**src/rtl/mt9v032_embed.sv**
```systemverilog
// MT9V032 embedded-sync encoder: pixels plus sof/eol/eof flags in, a 10-bit word stream with sync codes out.
// Latency: frame start is 5 edges from the sof pixel to the pixel word; a line start is 2 edges; steady pixels take 1 edge.
// Backpressure: in_ready is high only while emitting pixels. An input gap inside a line emits black (4) and sets underrun.
module mt9v032_embed #(
   parameter int HBLANK = 4
) (
   input  logic       clk,
   input  logic       rst_n,
   input  logic       in_valid,
   output logic       in_ready,
   input  logic [9:0] in_px,
   input  logic       in_sof,
   input  logic       in_eol,
   input  logic       in_eof,
   output logic [9:0] data_out,
   output logic       err,
   output logic       underrun
);

   typedef enum logic [2:0] {IDLE, FS1, FS2, LS, PIX, LE, BLANK} state_t;

   localparam logic [7:0] HB = 8'(HBLANK);

   state_t     r_state;
   logic       r_frame;
   logic       r_code_eof;
   logic [7:0] r_cnt;
   logic [9:0] r_data;
   logic       r_err;
   logic       r_under;

   state_t     w_state_nxt;
   logic       w_frame_nxt;
   logic       w_code_eof_nxt;
   logic [7:0] w_cnt_nxt;
   logic [9:0] w_data_nxt;
   logic       w_err_set;
   logic       w_under_set;
   logic       w_drop;

   // Reserved values (0..3 and the 1023 marker) must never appear as pixel data.
   function automatic logic [9:0] map_px(input logic [9:0] p);
      if (p <= 10'd4)        return 10'd4;
      else if (p == 10'd1023) return 10'd1022;
      else                   return p;
   endfunction

   // Next state and next word; the state names the word to emit on the coming edge.
   always_comb begin
      w_state_nxt    = r_state;
      w_frame_nxt    = r_frame;
      w_code_eof_nxt = r_code_eof;
      w_cnt_nxt      = r_cnt;
      w_data_nxt     = 10'd0;
      w_err_set      = 1'b0;
      w_under_set    = 1'b0;
      w_drop         = 1'b0;
      case (r_state)
         IDLE: begin
            if (in_valid) begin
               if (in_sof) begin
                  // A second sof inside an open frame is flagged, then restarts the frame.
                  w_err_set   = r_frame;
                  w_frame_nxt = 1'b1;
                  w_data_nxt  = 10'd1023;
                  w_state_nxt = FS1;
               end else if (r_frame) begin
                  w_data_nxt  = 10'd1;
                  w_state_nxt = PIX;
               end else begin
                  // A stray pixel outside a frame is discarded so the stream cannot deadlock.
                  w_err_set = 1'b1;
                  w_drop    = 1'b1;
               end
            end
         end
         FS1: w_state_nxt = FS2;
         FS2: begin
            w_data_nxt  = 10'd1023;
            w_state_nxt = LS;
         end
         LS: begin
            w_data_nxt  = 10'd1;
            w_state_nxt = PIX;
         end
         PIX: begin
            if (in_valid) begin
               w_data_nxt = map_px(in_px);
               if (in_eol) begin
                  w_code_eof_nxt = in_eof;
                  w_state_nxt    = LE;
               end
            end else begin
               w_data_nxt  = 10'd4;
               w_under_set = 1'b1;
            end
         end
         LE: begin
            w_data_nxt = r_code_eof ? 10'd3 : 10'd2;
            if (r_code_eof) w_frame_nxt = 1'b0;
            w_cnt_nxt   = HB;
            w_state_nxt = (HB == 8'd0) ? IDLE : BLANK;
         end
         BLANK: begin
            w_cnt_nxt = r_cnt - 8'd1;
            if (r_cnt <= 8'd1) w_state_nxt = IDLE;
         end
         default: w_state_nxt = IDLE;
      endcase
   end

   // Gated by rst_n so in_ready drops at once when reset asserts.
   assign in_ready = rst_n & ((r_state == PIX) | w_drop);

   // State, output word and sticky flags.
   always_ff @(posedge clk or negedge rst_n) begin
      if (!rst_n) begin
         r_state    <= IDLE;
         r_frame    <= 1'b0;
         r_code_eof <= 1'b0;
         r_cnt      <= 8'd0;
         r_data     <= 10'd0;
         r_err      <= 1'b0;
         r_under    <= 1'b0;
      end else begin
         r_state    <= w_state_nxt;
         r_frame    <= w_frame_nxt;
         r_code_eof <= w_code_eof_nxt;
         r_cnt      <= w_cnt_nxt;
         r_data     <= w_data_nxt;
         r_err      <= r_err | w_err_set;
         r_under    <= r_under | w_under_set;
      end
   end

   assign data_out = r_data;
   assign err      = r_err;
   assign underrun = r_under;

endmodule

```
**config.mk**
```make
export PLATFORM = sky130hd
export DESIGN_NAME = mt9v032_embed
export DESIGN_NICKNAME = d
export VERILOG_FILES = /design/src/rtl/mt9v032_embed.sv
export SDC_FILE = /design/constraint.sdc
export NUM_CORES = 1
export LEC_CHECK = 0
export CORE_MARGIN = 3
export CORE_UTILIZATION = 40
export DETAILED_ROUTE_END_ITERATION = 12
export GPL_TIMING_DRIVEN = 0
export PLACE_DENSITY = 0.65
export SLEW_MARGIN = 20
export SYNTH_ARGS = -nofsm -noshare
export SYNTH_HDL_FRONTEND = slang
export SYNTH_SLANG_ARGS = --single-unit
export TNS_END_PERCENT = 20
```
**constraint.sdc**
```tcl
create_clock -name clk -period 2.3 [get_ports clk]
set_input_delay 0.69 -clock clk [delete_from_list [all_inputs] [get_ports clk]]
set_output_delay 0.69 -clock clk [all_outputs]
set_load 0.01 [all_outputs]
```
==> Yosys cells after proc, flatten, opt, wreduce, memory -nomap -nowiden <==
Cells that the tools add are included.
{ "totals": {"elab_cells": 63, "input_bits": 16, "ram_bits": 0, "latchBits": 0, "register_bits": 25, "mem_bits_ro": 0, "memories": 0, "out_inout_bits": 13} }
{ "op_classes": {"order_cmp": 2, "addsub": 1, "bitwise": 4, "n_eq_ne": 14, "mul": 0, "div_mod_pow": 0, "shifts": 0, "reduce_logical": 6, "n_mux": 29} }
{ "ops": {"columns": ["cell", "n"], "rows": [
  ["$mux W10", 5],
  ["$pmux W10 S5", 1],
  ["$pmux W3 S7", 1],
  ["$mux W3", 6],
  ["$pmux W8 S2", 1],
  ["$mux W1", 14],
  ["$ne A2 B2 Y1 const B", 6],
  ["$eq A10 B10 Y1 const B", 1],
  ["$le A10 B3 Y1 const B", 1],
  ["$eq A3 B3 Y1 const B", 3],
  ["$le A8 B1 Y1 const B", 1],
  ["$sub A8 B1 Y8 const B", 1],
  ["$eq A3 B2 Y1 const B", 2],
  ["$reduce_and A5 Y1", 1],
  ["$reduce_and A4 Y1", 1],
  ["$reduce_bool A2 Y1", 2],
  ["$eq A3 B1 Y1 const B", 1],
  ["$logic_not A3 Y1", 1],
  ["$ne A3 B3 Y1 const B", 1],
  ["$or A1 B1 Y1", 3],
  ["$reduce_and A3 Y1", 1],
  ["$pmux W1 S2", 1],
  ["$and A1 B1 Y1", 1]
]} }

==> Longest topological paths before layout <==
{ "depth": {"depth_word": 6, "ltp_mapped": 7, "ltp_nobuf": 6} }

==> Worst setup path before layout <==
Ideal clock, no wire load.
{ "synth_timing": {"kind": "input-to-output", "from": "in in_sof", "to": "out in_ready", "path_buffers": 0, "path_slack_ns": 0.451, "path_stages": 4, "required_ns": 1.610, "arrival_ns": 1.159, "cell_sequence": "inv_1 -> ha_1 -> a21oi_1 -> nor2_1"} }
{ "synth_via": {"elab_chain_len": 5} }
{ "synth_lines": {"columns": ["element", "line_no", "rtl"], "rows": [
  ["from (decl)", "12", "input logic in_sof,"],
  ["$mux W1", "61", "if (in_sof) begin"],
  ["$mux W1", "60", "if (in_valid) begin"],
  ["$mux W1", "58", "case (r_state)"],
  ["$or A1 B1 Y1", "113", "assign in_ready = rst_n & ((r_state == PIX) | w_drop);"],
  ["$and A1 B1 Y1", "113", null],
  ["to (decl)", "10", "output logic in_ready,"]
]} }
No other way between the ends.

==> Worst setup path after layout <==
Ends and elaborated chain as after synthesis.

==> results.ini <==
[placed_design]
portBuffers = 28
placed_area_mm2 = 0.001699
dp_hpwl_um = 2206
gp_congestion = 0.7795
placed_cells = 203

[synthesis]
yosysTopAreaCell = dfrtp_1
syn-instance-count = 131
netlist.area_leader.share_pct = 45.70
ys_seq_area_share_pct = 45.70
synth_area_leaders = dfrtp_1, ha_1, a21o_2
syn_avg_cell_area_um2 = 10.45
synth_warnings = 0
ys_ff_latch = 25
synth.distinct_cells = 36
netlist_area_mm2 = 0.001369
synth_nets = 154

[cts]
clock_tree.root_cell = clkbuf_4
cts.path.max_buffers = 2
numCtsBuffers = 3
clock_latency_ns = 0.32
htreeDepth = 1
ctsHoldBuffers = 0
cts_tree = yes
cts_sinks = 25
clk_pin_slew_ns = 0.14

[drt]
dr.pass1.iters = 4
drt_iter0_markers = 78
via_count = 1105
via_per_inst = 5.313
wirelength_um = 2884
drt-wirelength-per-cell_um = 13.87
drtAntennaViolNets = 0
drc_errors = 0

[timing]
maxSlewHeadroom_pct = 69.77
tightest_slew_ns = 0.4477
fin_crit_sh_pct = 93.97
slew_violations = 0
rsz0062_at_grt = no
setup_viol = 0
min_period_ns = 2.161
finalHoldViolCount = 0
fin_worst_skew_ns = 0.009845
fmax_ghz = 0.4627

[critical_path]
critPathMaxStageDelay_ns = 0.22
crit_required_ns = 1.61
crit_chain = clkdlybuf4s15_2 -> inv_2 -> ha_2 -> a21oi_1 -> nor2_1 -> buf_2
crit_path_max_fanout = 4
critPathSlowestCell = clkdlybuf4s15_2
start_kind = input port
setup.worst_path.class = input port to output port
crit_path_end_kind = output port
arrival_ns = 1.47
path_buf_inv = 3
r2r_start = r_state[1]
crit_start = in_sof
cpLargestDelayFamily = buffers and inverters

[cells_and_area]
fill_cells = 316
syn2layout_area_growth_pct = 26.69
design_area_mm2 = 0.001734
insertedDiodeCount = 0
post_layout_nonfiller_instances = 208
multi_input_area_um2 = 680.7
drive_gt1_share_pct = 18.29
final_cell_mix = dfrtp_1, clkdlybuf4s50_1, a21oi_1, nand2_1
fin_nets = 188
regArea_um2 = 626.9

[floorplan]
boundaryPins = 29
fp.dieH_um = 64.50
coreArea_mm2 = 0.003153
initial_core_util_pct = 43.41
die_x_um = 64.50
rows = 20
dieArea_mm2 = 0.004160

[job]
maxCapViolCount = 0

[global_routing]
antenna_found_initial = 0
grt_pass1_wl_um = 5078
grt-ovfl-total = 0
track_usage_pct = 15.31
first_global_vias = 1113
grt_max_degree = 27

[power_and_ir_drop]
power_leakage_nw = 0.7886
p_per_area_mw_per_mm2 = 1115
vdd_drop_max_mv = 0.5618
fin_total_pwr_mw = 1.934

[run_status]
status = finished clean

[hold_path]
min_path_type = input port to asynchronous set/reset pin

metrics by stage:
stage          setup slack [ns]  util (%)  hold slack (ns)  TNS (ns)
4_1_cts                 0.02309     54.92           0.2498         0
5_1_grt                 0.04887     55.00           0.2547         0
3_3_place_gp             -1.155     54.05           0.4652    -1.155
3_5_place_dp            -0.6198     53.89           0.4688   -0.6514
6_report                 0.1386     55.00           0.2453         0
2_1_floorplan            0.4513         -           0.3944         0
logic make-up after synthesis:
family	count (synthesis)	synth area share, %
and+or+nand+nor	44	19.84
buffers and inverters	13	4.752
adders and majority gates	7	6.398
DFF	25	45.70
AOI/OAI and AO/OA	39	21.02
muxes	3	2.285
final cells by class:
| cell class | instances | area share [%] |
|---|---|---|
| Buffer | 4 | 1.804 |
| Clock buffer | 4 | 1.515 |
| Sequential cell | 25 | 36.15 |
| Tap cell | 44 | 3.175 |
| Inverter | 9 | 1.948 |
| Multi-Input combinational cell | 93 | 39.25 |
| Timing Repair Buffer | 29 | 16.16 |
state kept, by name, indices dropped and copies added, names as in the netlist:
signal / cells
r_frame: 1
data_out: 10
r_state: 3
underrun: 1
err: 1
r_cnt: 8
r_code_eof: 1
path summary, 6_finish.rpt:
kind	to	slack, ns	depth (start not counted)
worst min-delay path	r_state[2]	0.25	1
worst min register to register	err	0.50	1
max in group asynchronous	r_state[1]	1.79	1
worst max register to register	data_out[0]	0.58	7
min in group clk	err	0.50	1
worst max-delay path	in_ready	0.14	6
report_power, final:
part | total (mW) | switching, mW | internal (mW)
Clock | 0.197 | 0.129 | 0.0679
Sequential | 0.720 | 0.120 | 0.600
Combinational | 1.02 | 0.522 | 0.495
cell usage after synthesis:
cell and number:
a2111oi_2 1, a211oi_1 1, a21o_1 2, a21o_2 8, a21oi_1 9, a31o_2 2
a32o_1 1, and2_1 1, and3b_1 2, and4_1 1, buf_2 1, buf_4 2
buf_6 1, dfrtp_1 25, ha_1 7, inv_1 9, mux2_2 1, mux2i_1 2
nand2_1 9, nand2b_1 2, nand3_1 5, nand3b_4 1, nand4_1 2, nor2_1 7
nor2_2 1, nor2b_1 1, nor3_1 7, nor4_4 2, o211ai_1 1, o21ai_0 5
o21bai_1 3, o221ai_1 1, o311ai_0 1, o311ai_1 1, o41ai_1 3, or3_1 3
metal layers:
layer | global-route usage (%) | wire length [um] | part of all wire [%]
met1 | 19.61 | 1355 | 47
met2 | 25.39 | 1378 | 48
met3 | 4.333 | 131 | 4.5
met4 | 3.958 | 19 | 0.66
met5 | 0 | 0 | 0
what timing repair did:
| action | 4_1_cts | 5_1_grt |
|---|---|---|
| gates resized for setup | 10 | 2 |
| endpoints found under the setup margin | 1 | 1 |
| pin swaps | 0 | 1 |
| setup buffers | 0 | 1 |
(Power assumes the default switching activity.)
